**config.mk**
```make
export PLATFORM = sky130hd
export DESIGN_NAME = mem_port_arbiter
export DESIGN_NICKNAME = d
export VERILOG_FILES = /design/src/rtl/mem_port_arbiter.sv
export SDC_FILE = /design/constraint.sdc
export NUM_CORES = 1
export LEC_CHECK = 0
export CORE_AREA = 4 4 211 213
export CTS_CLUSTER_SIZE = 20
export DETAILED_ROUTE_END_ITERATION = 7
export DIE_AREA = 0 0 215 217
export HOLD_SLACK_MARGIN = 0.1
export PLACE_DENSITY = 0.61
export SETUP_SLACK_MARGIN = 0.02
export SYNTH_ARGS = -nofsm -noshare
export SYNTH_HDL_FRONTEND = slang
export SYNTH_SLANG_ARGS = --single-unit
```
**constraint.sdc**
```tcl
create_clock -name clk -period 2.9 [get_ports clk]
set_input_delay 0.58 -clock clk [delete_from_list [all_inputs] [get_ports clk]]
set_output_delay 0.58 -clock clk [all_outputs]
set_load 0.05 [all_outputs]
```
**src/rtl/mem_port_arbiter.sv**
```systemverilog
// Arbitrates the single external memory port between instruction fetch and data access.
// Data has priority, but a streak limit guarantees fetch a grant while both are pending.
module mem_port_arbiter #(
  parameter int ADDR_W      = 64,
  parameter int DATA_W      = 64,
  parameter int TIMEOUT     = 256,
  parameter int DSTREAK_MAX = 4
) (
  input  logic                  clk,
  input  logic                  rst,
  input  logic                  if_req,
  input  logic [ADDR_W-1:0]     if_addr,
  output logic                  if_ready,
  output logic [DATA_W-1:0]     if_rdata,
  output logic                  if_err,
  input  logic                  d_req,
  input  logic                  d_rw,
  input  logic [ADDR_W-1:0]     d_addr,
  input  logic [DATA_W-1:0]     d_wdata,
  input  logic [DATA_W/8-1:0]   d_be,
  output logic                  d_ready,
  output logic [DATA_W-1:0]     d_rdata,
  output logic                  d_err,
  output logic                  bus_req,
  output logic                  bus_we,
  output logic [ADDR_W-1:0]     bus_addr,
  output logic [DATA_W-1:0]     bus_wdata,
  output logic [DATA_W/8-1:0]   bus_be,
  input  logic                  bus_ack,
  input  logic [DATA_W-1:0]     bus_rdata,
  output logic                  busy
);

  localparam int BE_W = DATA_W / 8;
  localparam int TW   = $clog2(TIMEOUT);
  localparam int SW   = $clog2(DSTREAK_MAX + 1);
  localparam logic [TW-1:0] T_LAST = TW'(TIMEOUT - 1);
  localparam logic [SW-1:0] S_MAX  = SW'(DSTREAK_MAX);

  typedef enum logic [1:0] {IDLE, BUSY, RESP} state_t;

  state_t              state, state_nx;
  logic                owner_d, owner_d_nx;
  logic [SW-1:0]       streak, streak_nx;
  logic [TW-1:0]       tcnt, tcnt_nx;
  logic                bus_req_nx, bus_we_nx, busy_nx;
  logic [ADDR_W-1:0]   bus_addr_nx;
  logic [DATA_W-1:0]   bus_wdata_nx;
  logic [BE_W-1:0]     bus_be_nx;
  logic                if_ready_nx, if_err_nx, d_ready_nx, d_err_nx;
  logic [DATA_W-1:0]   if_rdata_nx, d_rdata_nx, cap_rdata;

  // Writes never return data, even if the bus drives something on ack
  assign cap_rdata = bus_we ? '0 : bus_rdata;

  always_ff @(posedge clk or negedge rst) begin
    if (!rst) begin
      state     <= IDLE;
      owner_d   <= 1'b0;
      streak    <= '0;
      tcnt      <= '0;
      bus_req   <= 1'b0;
      bus_we    <= 1'b0;
      bus_addr  <= '0;
      bus_wdata <= '0;
      bus_be    <= '0;
      if_ready  <= 1'b0;
      if_err    <= 1'b0;
      if_rdata  <= '0;
      d_ready   <= 1'b0;
      d_err     <= 1'b0;
      d_rdata   <= '0;
      busy      <= 1'b0;
    end else begin
      state     <= state_nx;
      owner_d   <= owner_d_nx;
      streak    <= streak_nx;
      tcnt      <= tcnt_nx;
      bus_req   <= bus_req_nx;
      bus_we    <= bus_we_nx;
      bus_addr  <= bus_addr_nx;
      bus_wdata <= bus_wdata_nx;
      bus_be    <= bus_be_nx;
      if_ready  <= if_ready_nx;
      if_err    <= if_err_nx;
      if_rdata  <= if_rdata_nx;
      d_ready   <= d_ready_nx;
      d_err     <= d_err_nx;
      d_rdata   <= d_rdata_nx;
      busy      <= busy_nx;
    end
  end

  // Response outputs default to 0 so they only live for the single RESP cycle
  always_comb begin
    state_nx     = state;
    owner_d_nx   = owner_d;
    streak_nx    = streak;
    tcnt_nx      = tcnt;
    bus_req_nx   = bus_req;
    bus_we_nx    = bus_we;
    bus_addr_nx  = bus_addr;
    bus_wdata_nx = bus_wdata;
    bus_be_nx    = bus_be;
    if_ready_nx  = 1'b0;
    if_err_nx    = 1'b0;
    if_rdata_nx  = '0;
    d_ready_nx   = 1'b0;
    d_err_nx     = 1'b0;
    d_rdata_nx   = '0;

    case (state)
      IDLE: begin
        if (d_req && (!if_req || streak < S_MAX)) begin
          owner_d_nx = 1'b1;
          streak_nx  = if_req ? streak + 1'b1 : '0;
          if (d_rw && d_be == '0) begin
            state_nx   = RESP;
            d_ready_nx = 1'b1;
          end else begin
            state_nx     = BUSY;
            tcnt_nx      = '0;
            bus_req_nx   = 1'b1;
            bus_we_nx    = d_rw;
            bus_addr_nx  = d_addr;
            bus_wdata_nx = d_rw ? d_wdata : '0;
            bus_be_nx    = d_rw ? d_be : '1;
          end
        end else if (if_req) begin
          owner_d_nx   = 1'b0;
          streak_nx    = '0;
          state_nx     = BUSY;
          tcnt_nx      = '0;
          bus_req_nx   = 1'b1;
          bus_we_nx    = 1'b0;
          bus_addr_nx  = if_addr;
          bus_wdata_nx = '0;
          bus_be_nx    = '1;
        end
      end
      BUSY: begin
        // Ack is checked first so it wins over a coincident timeout
        if (bus_ack) begin
          bus_req_nx = 1'b0;
          state_nx   = RESP;
          if (owner_d) begin
            d_ready_nx = 1'b1;
            d_rdata_nx = cap_rdata;
          end else begin
            if_ready_nx = 1'b1;
            if_rdata_nx = cap_rdata;
          end
        end else if (tcnt == T_LAST) begin
          bus_req_nx = 1'b0;
          state_nx   = RESP;
          if (owner_d) begin
            d_ready_nx = 1'b1;
            d_err_nx   = 1'b1;
          end else begin
            if_ready_nx = 1'b1;
            if_err_nx   = 1'b1;
          end
        end else begin
          tcnt_nx = tcnt + 1'b1;
        end
      end
      RESP:    state_nx = IDLE;
      default: state_nx = IDLE;
    endcase

    busy_nx = (state_nx != IDLE);
  end

endmodule
```
==> results of run 1 <==
-- routing by layer --
layer  part of all wire (%)  vias to the layer above  routed length, um  track usage [%]
met5                      0                        -                  0                0
li1                       -                     3933                  -                -
met4                    2.1                        0                768             4.62
met2                     50                      328              18300             26.0
met3                    9.5                       43               3520             6.09
met1                     39                     4180              14300             17.7
-- worst min path at each step --
stage | startpoint | endpoint | slack (ns) | cells after the start
final | bus_wdata[53]$_DFFE_PN0P_ | bus_wdata[53]$_DFFE_PN0P_ | 0.50 | 1
after global routing | bus_wdata[46]$_DFFE_PN0P_ | bus_wdata[46]$_DFFE_PN0P_ | 0.51 | 1
after CTS | bus_wdata[53]$_DFFE_PN0P_ | bus_wdata[53]$_DFFE_PN0P_ | 0.51 | 1
after detailed placement | bus_wdata[39]$_DFFE_PN0P_ | bus_wdata[39]$_DFFE_PN0P_ | 0.49 | 1
after global placement | bus_wdata[42]$_DFFE_PN0P_ | bus_wdata[42]$_DFFE_PN0P_ | 0.49 | 1
after floorplan | rst | bus_addr[0]$_DFFE_PN0P_ | 0.28 | 0
-- flip-flops by register name (all words and copies together) (netlist names), 2 cells and up --
| name | flops |
|---|---|
| d_rdata | 64 |
| bus_wdata | 64 |
| tcnt | 8 |
| if_rdata | 64 |
| bus_addr | 64 |
| state | 2 |
| streak | 3 |
| bus_be | 8 |
-- metrics by stage --
stage | hold WS, ns | worst slack, ns | std cells | cell area [sq um]
6_report | 0.500 | 0.393 | 1920 | 17900
5_1_grt | 0.510 | 0.305 | 1920 | 17900
4_1_cts | 0.507 | 0.317 | 1920 | 17900
3_5_place_dp | 0.491 | 0.287 | 1859 | 16800
3_3_place_gp | 0.486 | 0.318 | 1859 | 16800
2_1_floorplan | 0.284 | 0.901 | 811 | 10700
-- what timing repair did --
item                       4_1_cts  5_1_grt
hold buffers                     1        0
setup endpoints to repair        0        0
hold endpoints to repair        65        0
-- power by group through the flow --
stage | registers, mW | clock network, mW | logic (mW)
6_report | 5.61 | 4.16 | 8.20
5_1_grt | 5.74 | 4.51 | 8.58
3_5_place_dp | 5.68 | 0 | 8.27
3_3_place_gp | 5.65 | 0 | 8.21
4_1_cts | 5.62 | 4.34 | 8.29
2_1_floorplan | 9.08 | 0 | 1.56
-- cell families (layout without fill, tap and decap cells) --
logic type | after synthesis | count (layout) | share of synthesized area, %
compound gates | 230 | 230 | 13.9
fa+ha+maj | 2 | 2 | 0.235
buf+inv | 64 | 627 | 3.03
flops | 285 | 285 | 66.9
mux | 66 | 66 | 6.21
simple gates | 164 | 164 | 9.73
-- layout make-up --
cell class,instances,share of cell area [%]
sequential,285,39.8
timing repair buffer,561,31.9
multi-input combinational,462,18.2
clock buffer,53,5.77
tap,546,3.81
clock inverter,7,0.377
inverter,6,0.126
-- placed cells by master (no fill, tap or decap), drive strengths merged, types with 3 or more instances in the layout --
| cell type | Yosys | final |
|---|---|---|
| clkdlybuf4s50 | 0 | 539 |
| dfrtp | 285 | 285 |
| o21ai | 135 | 135 |
| and2 | 128 | 128 |
| a22o | 67 | 67 |
| mux2i | 65 | 65 |
| clkbuf | 35 | 53 |
| buf | 23 | 21 |
| nand2 | 7 | 7 |
| o22a | 7 | 7 |
| inv | 6 | 7 |
| nor2 | 5 | 5 |
| clkinv | 0 | 5 |
| nand3 | 4 | 4 |
| nor4 | 4 | 4 |
| nand2b | 3 | 3 |
| a31oi | 3 | 3 |
==> impl_table.tex, run 1 <==
\begin{tabular}{lr}
\hline
Metric & Value \\
\hline
\multicolumn{2}{l}{\textbf{Final layout}} \\
\quad Footprint of the multi-input gates & 3270 sq um \\
\quad Sequential cell area in the final layout & 7130 sq um \\
\quad Signed area change from the synthesized netlist to the final layout & 68.0\% \\
\quad Total number of nets in the final design & 1622 \\
\quad Share of final-layout standard cells stronger than drive strength 1 & 6.04\% \\
\quad Antenna diode count & 0 \\
\quad Count of fill cells added during filler insertion & 4028 \\
\quad Final standard cell utilization of the core & about two fifths \\
\multicolumn{2}{l}{\textbf{Power}} \\
\quad Maximum ir drop on the vdd rail & 0.431 mV \\
\quad Fraction of power consumed by the clock network & 23.2\% \\
\quad Fraction of power spent switching nets & 42.4\% \\
\quad Sequential group share of total power & 31.2\% \\
\quad Total power draw & 18.0 mW \\
\quad Net load switching power & around 7.6 mW \\
\quad Ratio of total power to cell area & around 1000 nW/um\^{}2 \\
\quad Pint & just over 10 mW \\
\quad Leakage & 7.81 nW \\
\quad Combinational power share & about 46\% \\
\multicolumn{2}{l}{\textbf{Logic synthesis}} \\
\quad Fraction of registers with async set/reset & 100\% \\
\quad Count of warnings emitted by yosys & 0 \\
\quad Biggest area consumer among synthesized cells & sky130\_fd\_sc\_hd\_\_dfrtp\_1 \\
\quad Portion of the post-synthesis area used by sequential elements & between 60\% and 70\% \\
\quad Register bit count reported by yosys & 285 \\
\quad Synthesized instance count & 811 \\
\quad Flip-flop cell with the highest count after synthesis & sky130\_fd\_sc\_hd\_\_dfrtp\_1 \\
\quad Top area cells in the synthesized netlist & sky130\_fd\_sc\_hd\_\_dfrtp\_1 (67\%), sky130\_fd\_sc\_hd\_\_and2\_1 (7.5\%), sky130\_fd\_sc\_hd\_\_mux2i\_1 (6.1\%) \\
\quad Unique masters post-synth & 49 \\
\quad Most used standard cell by instance count after synthesis & sky130\_fd\_sc\_hd\_\_dfrtp\_1 \\
\quad Commonest cells in the synthesized netlist & sky130\_fd\_sc\_hd\_\_dfrtp\_1 (285), sky130\_fd\_sc\_hd\_\_and2\_1 (128), sky130\_fd\_sc\_hd\_\_o21ai\_0 (118), sky130\_fd\_sc\_hd\_\_a22o\_1 (67), sky130\_fd\_sc\_hd\_\_mux2i\_1 (65) \\
\quad Number of enable flip-flop cells after synthesis & 0 \\
\quad Net count of the mapped netlist & 1083 \\
\quad Share of the synthesized area in the top cell type & between 60\% and 70\% \\
\quad Avg Synthesized Cell Area & 13.2 sq um \\
\quad Area of the mapped netlist & 10700 sq um \\
\multicolumn{2}{l}{\textbf{Placement}} \\
\quad Total half-perimeter wirelength after legalization and detailed placement & $\sim$27000 um \\
\quad Count of buffers from port buffering & 540 \\
\quad Routability cong. & between 0.7 and 0.8 \\
\multicolumn{2}{l}{\textbf{Setup path}} \\
\quad Required time of the critical path & 2.32 ns \\
\quad Stages on worst setup path & 1 \\
\quad Critical path capture point type & primary output \\
\quad Startpoint of the worst-slack reg-to-reg timing path & tcnt[0]\$\_DFFE\_PN0P\_ \\
\quad Element type at the critical path start & register \\
\quad Longest individual stage delay on the worst path & 0.94 ns \\
\quad CP bufs+invs & 1 \\
\quad Worst flop-to-flop path endpoint & tcnt[7]\$\_DFFE\_PN0P\_ \\
\quad Critical path endpoint & bus\_we \\
\quad Max stage delay cell, worst path & sky130\_fd\_sc\_hd\_\_clkdlybuf4s50\_1 \\
\quad Dominant delay contributor by cell family on the critical path & buffers and inverters \\
\quad Start point of the critical path & bus\_we\$\_DFFE\_PN0P\_ \\
\quad Type of the setup path with the least slack & register to primary output \\
\quad Crit-path max FO & 4 \\
\quad Cell breakdown of the critical path & clkdlybuf4s50\_1 \\
\quad Reg2Reg Setup Slack & just under 0.7 ns \\
\quad Worst Reg2Reg Path Length in Cells & 5 \\
\quad CP Data Arrival Time & slightly below 2 ns \\
\multicolumn{2}{l}{\textbf{Timing}} \\
\quad Setup-violating endpoint count in the final report & 0 \\
\quad Worst-Margin Slew & $\sim$0.74 ns \\
\quad Relative max-transition margin & between 50\% and 60\% \\
\quad Setup Total Neg Slack & 0 ns \\
\quad Highest attainable clock frequency & 399 MHz \\
\quad Number of slew-limit violations in the final report & 0 \\
\quad Final count of hold timing violations & 0 \\
\quad Period utilization & approximately 86\% \\
\quad Unrepaired setup endpoints after global routing & false \\
\quad Post-layout minimum cycle time & 2.51 ns \\
\quad Skew final & 0.0205 ns \\
\multicolumn{2}{l}{\textbf{Routing}} \\
\quad Number of antenna-violating nets in the routed design & 0 \\
\quad Total routed wirelength & 36900 um \\
\quad Remaining DRCs & 0 \\
\quad Average wire per cell in the routed design & 19.2 um \\
\quad Total number of vias & 8484 \\
\quad Routed vias/inst & 4.42 \\
\quad Detailed router's first-iteration violation count & between 500 and 600 \\
\quad Number of optimization iterations in the first detailed-route pass & 5 \\
\multicolumn{2}{l}{\textbf{CTS}} \\
\quad Clk pin slew, worst setup/hold paths & 0.05 ns \\
\quad Cts bufs inserted & 34 \\
\quad Clock sinks & approximately 290 \\
\quad Buffer depth of the longest clock path & 3 \\
\quad TritonCTS clock tree & yes \\
\quad Number of instances resized during post-cts repair & 0 \\
\quad Master cell of the clock root buffer & sky130\_fd\_sc\_hd\_\_clkbuf\_16 \\
\quad Clock network latency to the later pin of the worst-skew pair & 0.52 ns \\
\quad Setup Fix Bufs, Post-CTS & 0 \\
\quad Number of H-tree branching levels & 2 \\
\multicolumn{2}{l}{\textbf{Run}} \\
\quad \# Max-Cap Violations & 0 \\
\multicolumn{2}{l}{\textbf{GRT}} \\
\quad Remaining global-route overflow & 0 \\
\quad First-pass GRT wire length & 55600 um \\
\quad Total Routing Usage GR & $\sim$15\% \\
\quad Number of global-route vias before repair & 8964 \\
\quad Initial antenna violation count & 0 \\
\quad Largest net degree at the start of global routing & 73 \\
\multicolumn{2}{l}{\textbf{Die}} \\
\quad Starting utilization of the core area & between 20\% and 30\% \\
\quad Core region area & 42700 sq um \\
\quad Count of pins on the block boundary & 541 \\
\quad X dimension of the die & around 220 um \\
\quad Row Count & 76 \\
\quad Die area & 46700 sq um \\
\quad Die height & 217 um \\
\multicolumn{2}{l}{\textbf{Worst hold path}} \\
\quad Hold/Removal Path Class & register to register \\
\multicolumn{2}{l}{\textbf{Run status}} \\
\quad Status & finished, final reports clean \\
\hline
\end{tabular}
No activity file was read; power rests on OpenSTA's default activity.
==> run 2: changes to the inputs <==
CORE_AREA = 4 4 208 210   (was 4 4 211 213)
DIE_AREA = 0 0 212 214   (was 0 0 215 217)
PLACE_DENSITY = 0.62   (was 0.61)
==> impl_table.tex, run 2 (synthesized netlist as in run 1, its figures left out) <==
\begin{tabular}{lr}
\hline
Metric & Value \\
\hline
\multicolumn{2}{l}{\textbf{Final layout}} \\
\quad Share of final-layout standard cells stronger than drive strength 1 & between 6 and 7\% \\
\quad Sequential cell area in the final layout & between 7000 and 8000 sq um \\
\quad Total number of nets in the final design & 1627 \\
\quad Top library cells by usage in the layout, fill and taps aside & sky130\_fd\_sc\_hd\_\_clkdlybuf4s50\_1 (539), sky130\_fd\_sc\_hd\_\_dfrtp\_1 (285), sky130\_fd\_sc\_hd\_\_and2\_1 (128) \\
\quad Signed area change from the synthesized netlist to the final layout & 67.9\% \\
\quad Footprint of the multi-input gates & 3270 sq um \\
\quad Antenna diode count & 0 \\
\quad Count of fill cells added during filler insertion & 3892 \\
\quad Most common library cell in the layout ignoring fill and taps & sky130\_fd\_sc\_hd\_\_clkdlybuf4s50\_1 \\
\multicolumn{2}{l}{\textbf{Setup path}} \\
\quad CP bufs+invs & 1 \\
\quad Longest individual stage delay on the worst path & roughly 0.94 ns \\
\quad Max stage delay cell, worst path & sky130\_fd\_sc\_hd\_\_clkdlybuf4s50\_1 \\
\quad Type of the setup path with the least slack & register to primary output \\
\quad Critical path capture point type & primary output \\
\quad Required time of the critical path & 2.32 ns \\
\quad Dominant delay contributor by cell family on the critical path & buffers and inverters \\
\quad Crit-path max FO & 4 \\
\quad Cell breakdown of the critical path & clkdlybuf4s50\_1 \\
\quad CP Data Arrival Time & 1.94 ns \\
\quad Element type at the critical path start & register \\
\multicolumn{2}{l}{\textbf{CTS}} \\
\quad Clock network latency to the later pin of the worst-skew pair & 0.51 ns \\
\quad Master cell of the clock root buffer & sky130\_fd\_sc\_hd\_\_clkbuf\_16 \\
\quad Buffer depth of the longest clock path & 3 \\
\quad Cts bufs inserted & 34 \\
\quad TritonCTS clock tree & yes \\
\quad Number of H-tree branching levels & 2 \\
\quad Clock sinks & approximately 290 \\
\quad Clk pin slew, worst setup/hold paths & 0.05 ns \\
\quad Number of instances resized during post-cts repair & 0 \\
\multicolumn{2}{l}{\textbf{GRT}} \\
\quad First-pass GRT wire length & 56000 um \\
\quad Number of global-route vias before repair & 9141 \\
\quad Initial antenna violation count & 1 \\
\quad Largest net degree at the start of global routing & 75 \\
\quad Remaining global-route overflow & 0 \\
\quad Total Routing Usage GR & 15.8\% \\
\multicolumn{2}{l}{\textbf{Power}} \\
\quad Maximum ir drop on the vdd rail & 0.511 mV \\
\quad Fraction of power consumed by the clock network & a little under a quarter \\
\quad Sequential group share of total power & 31.1\% \\
\quad Leakage & 7.81 nW \\
\quad Total power draw & 18.0 mW \\
\quad Combinational power share & a little under half \\
\quad Ratio of total power to cell area & 1000 nW/um\^{}2 \\
\quad Net load switching power & approximately 7.6 mW \\
\quad Pint & 10.3 mW \\
\quad Fraction of power spent switching nets & 42.4\% \\
\multicolumn{2}{l}{\textbf{Timing}} \\
\quad Final count of hold timing violations & 0 \\
\quad Highest attainable clock frequency & around 400 MHz \\
\quad Setup-violating endpoint count in the final report & 0 \\
\quad Post-layout minimum cycle time & roughly 2.5 ns \\
\quad Unrepaired setup endpoints after global routing & false \\
\quad Skew final & just under 0.01 ns \\
\quad Relative max-transition margin & 49.9\% \\
\quad Number of slew-limit violations in the final report & 0 \\
\quad Worst-Margin Slew & 0.748 ns \\
\quad Setup Total Neg Slack & 0 ns \\
\quad Period utilization & 86.8\% \\
\multicolumn{2}{l}{\textbf{Routing}} \\
\quad Number of optimization iterations in the first detailed-route pass & 5 \\
\quad Number of antenna-violating nets in the routed design & 0 \\
\quad Detailed router's first-iteration violation count & 546 \\
\quad Total number of vias & 8581 \\
\quad Remaining DRCs & 0 \\
\quad Average wire per cell in the routed design & 19.5 um \\
\quad Routed vias/inst & 4.47 \\
\quad Total routed wirelength & 37400 um \\
\multicolumn{2}{l}{\textbf{Die}} \\
\quad Die height & 214 um \\
\quad Row Count & 75 \\
\quad Core region area & 41600 sq um \\
\quad Count of pins on the block boundary & around 540 \\
\quad X dimension of the die & 212 um \\
\quad Die area & 45400 sq um \\
\quad Starting utilization of the core area & 25.7\% \\
\multicolumn{2}{l}{\textbf{Run}} \\
\quad \# Max-Cap Violations & 0 \\
\multicolumn{2}{l}{\textbf{Placement}} \\
\quad Total half-perimeter wirelength after legalization and detailed placement & 27600 um \\
\quad Count of buffers from port buffering & 540 \\
\quad Routability cong. & 0.800 \\
\multicolumn{2}{l}{\textbf{Run status}} \\
\quad Status & finished, final reports clean \\
\multicolumn{2}{l}{\textbf{Worst hold path}} \\
\quad Hold/Removal Path Class & register to register \\
\hline
\end{tabular}
-- run 2: cell count changes in the layout (fill, tap and decap cells not counted), moves of 2 or more --
cell and change:
sky130_fd_sc_hd__buf_12 -2, sky130_fd_sc_hd__clkinv_2 -4, sky130_fd_sc_hd__buf_4 +7, sky130_fd_sc_hd__clkbuf_16 +2, sky130_fd_sc_hd__clkbuf_1 +5
-- run 2: layout make-up --
type	count	share of cell area (%)
Clock buffer	59	6.08
Tap cell	539	3.77
Clock inverter	1	0.0419
Multi-Input combinational cell	462	18.2
Inverter	6	0.126
Timing Repair Buffer	566	31.9
Sequential cell	285	39.8
-- run 2: through the flow --
stage	instances	area, sq um	hold WS [ns]	worst slack, ns	utilization, %
global placement	1857	16800	0.487	0.175	40.4
detailed placement	1857	16800	0.492	0.163	40.4
finish	1918	17900	0.501	0.382	43.1
floorplan	811	10700	0.284	0.901	-
global route	1918	17900	0.519	0.317	43.1
CTS	1918	17900	0.507	0.317	43.1
-- run 2: power groups by stage --
stage	clock [mW]	sequential (mW)	combinational, mW
3_5_place_dp	0	5.65	8.32
2_1_floorplan	0	9.08	1.56
4_1_cts	4.31	5.60	8.34
5_1_grt	4.45	5.72	8.63
3_3_place_gp	0	5.62	8.27
6_report	4.15	5.59	8.24
-- run 2: final timing paths --
check / start / endpoint / slack [ns] / cells past startpoint
min reg2reg: bus_wdata[61]$_DFFE_PN0P_ / bus_wdata[61]$_DFFE_PN0P_ / 0.50 / 1
min in group asynchronous: rst / bus_addr[5]$_DFFE_PN0P_ / 0.62 / 2
min: bus_wdata[61]$_DFFE_PN0P_ / bus_wdata[61]$_DFFE_PN0P_ / 0.50 / 1
max in group asynchronous: rst / if_rdata[36]$_DFF_PN0_ / 1.45 / 3
max reg2reg: tcnt[0]$_DFFE_PN0P_ / tcnt[7]$_DFFE_PN0P_ / 0.73 / 5
max: bus_we$_DFFE_PN0P_ / bus_we / 0.38 / 1
-- run 2: repair_timing --
| item | CTS | global route |
|---|---|---|
| buffers inserted | 0 | 0 |
| endpoints found under the hold margin | 65 | 0 |
| hold buffers | 1 | 0 |
-- run 2: per-layer routing --
layer | wire [um] | track usage [%] | part of all wire (%) | up-vias
li1 | - | - | - | 3942
met1 | 14400 | 18.5 | 39 | 4199
met2 | 18100 | 26.2 | 48 | 364
met3 | 3440 | 5.45 | 9.2 | 74
met4 | 1500 | 6.98 | 4.0 | 2
met5 | 7 | 0 | 0.019 | -
-- run 2: worst reg2reg max path: cells and delay by family (launching register included) --
family                     cells  cell delay (ns)
adders and majority gates      1             0.22
AOI/OAI and AO/OA              3             1.20
and+or+nand+nor                1             0.25
DFF                            1             0.41
==> run 3: changes to the inputs <==
CTS_CLUSTER_DIAMETER = 150   (was unset)
HOLD_SLACK_MARGIN = 0.03   (was 0.1)
==> impl_table.tex, run 3 (synthesized netlist as in run 1, its figures left out) <==
\begin{tabular}{lr}
\hline
Metric & Value \\
\hline
\multicolumn{2}{l}{\textbf{GRT}} \\
\quad First-pass GRT wire length & about 55000 um \\
\quad Total Routing Usage GR & 15.5\% \\
\quad Remaining global-route overflow & 0 \\
\quad Initial antenna violation count & 2 \\
\quad Number of global-route vias before repair & roughly 9000 \\
\quad Largest net degree at the start of global routing & 75 \\
\multicolumn{2}{l}{\textbf{Placement}} \\
\quad Count of buffers from port buffering & 540 \\
\quad Total half-perimeter wirelength after legalization and detailed placement & about 28000 um \\
\quad Number of placed cells counting well taps & 1857 \\
\quad Routability cong. & 0.800 \\
\quad Post-Place Setup Slack & 0.163 ns \\
\multicolumn{2}{l}{\textbf{Setup path}} \\
\quad Dominant delay contributor by cell family on the critical path & buffers and inverters \\
\quad Max stage delay cell, worst path & sky130\_fd\_sc\_hd\_\_clkdlybuf4s50\_1 \\
\quad CP bufs+invs & 1 \\
\quad CP Data Arrival Time & approximately 2.0 ns \\
\quad Cell breakdown of the critical path & clkdlybuf4s50\_1 \\
\quad Critical path capture point type & primary output \\
\quad Longest individual stage delay on the worst path & 0.94 ns \\
\quad Required time of the critical path & 2.32 ns \\
\quad Element type at the critical path start & register \\
\quad Startpoint of the worst-slack reg-to-reg timing path & tcnt[0]\$\_DFFE\_PN0P\_ \\
\quad Type of the setup path with the least slack & register to primary output \\
\quad Crit-path max FO & 4 \\
\quad Start point of the critical path & bus\_we\$\_DFFE\_PN0P\_ \\
\multicolumn{2}{l}{\textbf{Final layout}} \\
\quad Share of final-layout standard cells stronger than drive strength 1 & 4.26\% \\
\quad Most common library cell in the layout ignoring fill and taps & sky130\_fd\_sc\_hd\_\_clkdlybuf4s50\_1 \\
\quad Antenna diode count & 0 \\
\quad Final standard cell utilization of the core & a little over two fifths \\
\quad Signed area change from the synthesized netlist to the final layout & 62.2\% \\
\quad Total number of nets in the final design & 1611 \\
\quad Post-route insts no fill & 1878 \\
\quad Top library cells by usage in the layout, fill and taps aside & sky130\_fd\_sc\_hd\_\_clkdlybuf4s50\_1 (539), sky130\_fd\_sc\_hd\_\_dfrtp\_1 (285), sky130\_fd\_sc\_hd\_\_and2\_1 (128) \\
\multicolumn{2}{l}{\textbf{Die}} \\
\quad Die area & 45400 sq um \\
\quad Row Count & 75 \\
\quad Die height & 214 um \\
\quad Count of pins on the block boundary & 541 \\
\quad Core region area & 41600 sq um \\
\quad X dimension of the die & 212 um \\
\quad Starting utilization of the core area & 25.7\% \\
\multicolumn{2}{l}{\textbf{CTS}} \\
\quad TritonCTS clock tree & yes \\
\quad Cts bufs inserted & 18 \\
\quad Master cell of the clock root buffer & sky130\_fd\_sc\_hd\_\_clkbuf\_16 \\
\quad Clock sinks & around 290 \\
\quad Number of H-tree branching levels & 1 \\
\quad Clock network latency to the later pin of the worst-skew pair & 0.52 ns \\
\quad Buffer depth of the longest clock path & 3 \\
\quad Number of instances resized during post-cts repair & 0 \\
\quad Clk pin slew, worst setup/hold paths & 0.08 ns \\
\quad Setup Fix Bufs, Post-CTS & 0 \\
\multicolumn{2}{l}{\textbf{Timing}} \\
\quad Final count of hold timing violations & 0 \\
\quad Skew final & about 0.016 ns \\
\quad Setup Total Neg Slack & 0 ns \\
\quad Worst-Margin Slew & 0.767 ns \\
\quad Relative max-transition margin & 48.7\% \\
\quad Worst Setup Slack, final & approximately 0.37 ns \\
\quad Post-layout minimum cycle time & 2.53 ns \\
\quad Setup-violating endpoint count in the final report & 0 \\
\quad Period utilization & between 80 and 90\% \\
\quad Highest attainable clock frequency & 395 MHz \\
\quad Unrepaired setup endpoints after global routing & false \\
\quad Number of slew-limit violations in the final report & 0 \\
\multicolumn{2}{l}{\textbf{Run}} \\
\quad \# Max-Cap Violations & 0 \\
\multicolumn{2}{l}{\textbf{Routing}} \\
\quad Number of optimization iterations in the first detailed-route pass & 4 \\
\quad Met2 layer wire length in the routed design & 18000 um \\
\quad Routed vias/inst & 4.48 \\
\quad Highest signal layer in the routed design & met5 \\
\quad Sum of met3 wire segment lengths after detailed routing & approximately 3400 um \\
\quad Routed metal-1 wire length & 14300 um \\
\quad Detailed router's first-iteration violation count & around 410 \\
\quad Remaining DRCs & 0 \\
\quad Total routed wirelength & 37000 um \\
\quad Average wire per cell in the routed design & 19.7 um \\
\quad Number of antenna-violating nets in the routed design & 0 \\
\quad Total number of vias & 8407 \\
\multicolumn{2}{l}{\textbf{Power}} \\
\quad Leakage & 7.51 nW \\
\quad Total power draw & 16.3 mW \\
\quad Maximum ir drop on the vdd rail & 0.454 mV \\
\quad Ratio of total power to cell area & 942 nW/um\^{}2 \\
\multicolumn{2}{l}{\textbf{Worst hold path}} \\
\quad Worst min-delay path startpoint & bus\_wdata[61]\$\_DFFE\_PN0P\_ \\
\quad Hold/Removal Path Class & register to register \\
\multicolumn{2}{l}{\textbf{Run status}} \\
\quad Status & finished, final reports clean \\
\hline
\end{tabular}
run 3: changes by cell type in the layout (fill, tap and decap cells not counted), sizes merged:
cell | previous run | this run
clkbuf | 59 | 18
clkinv | 0 | 1
clkinvlp | 1 | 0
inv | 6 | 7
run 3: path summary, 6_finish.rpt:
path / end / slack [ns] / cells past startpoint
max reg2reg: tcnt[7]$_DFFE_PN0P_ / 0.73 / 5
max in group asynchronous: bus_wdata[57]$_DFFE_PN0P_ / 1.47 / 3
min: bus_wdata[61]$_DFFE_PN0P_ / 0.51 / 1
min in group asynchronous: bus_addr[5]$_DFFE_PN0P_ / 0.61 / 2
max: bus_we / 0.37 / 1
min reg2reg: bus_wdata[61]$_DFFE_PN0P_ / 0.51 / 1
run 3: final cells by class:
cell class,instances,area [sq um]
Inverter,6,22.5
Fill cell,3935,24300
Timing Repair Buffer,566,5720
Clock buffer,18,450
Sequential cell,285,7130
Tap cell,539,674
Multi-Input combinational cell,462,3270
Clock inverter,2,32.5
run 3: stage by stage:
stage	instance area, sq um	hold WS (ns)
5_1_grt	17300	0.527
6_report	17300	0.509
2_1_floorplan	10700	0.284
3_3_place_gp	16800	0.487
3_5_place_dp	16800	0.492
4_1_cts	17300	0.514
run 3: per-layer routing:
layer  global-route usage [%]  vias to the layer above
met3                     5.17                       52
met1                     18.4                     4124
met2                     26.5                      338
li1                         -                     3889
met4                     4.60                        4
met5                        0                        -
run 3: what timing repair did:
action                                  4_1_cts  5_1_grt
endpoints found under the hold margin        14        0
endpoints found under the setup margin        0        0
hold buffers                                  1        0
run 3: report_power, final:
part           leakage, nW  internal, mW  total (mW)  switching [mW]
logic                 3.50          2.77        8.24            5.46
registers             3.77          5.02        5.57           0.552
clock network        0.236          1.14        2.49            1.35
total                 7.51          8.93        16.3            7.37
run 3: worst reg2reg max path: cells and delay by family (launching register included):
family	cells	cell delay, ns
flops	1	0.41
simple gates	1	0.25
compound gates	3	1.20
fa+ha+maj	1	0.21
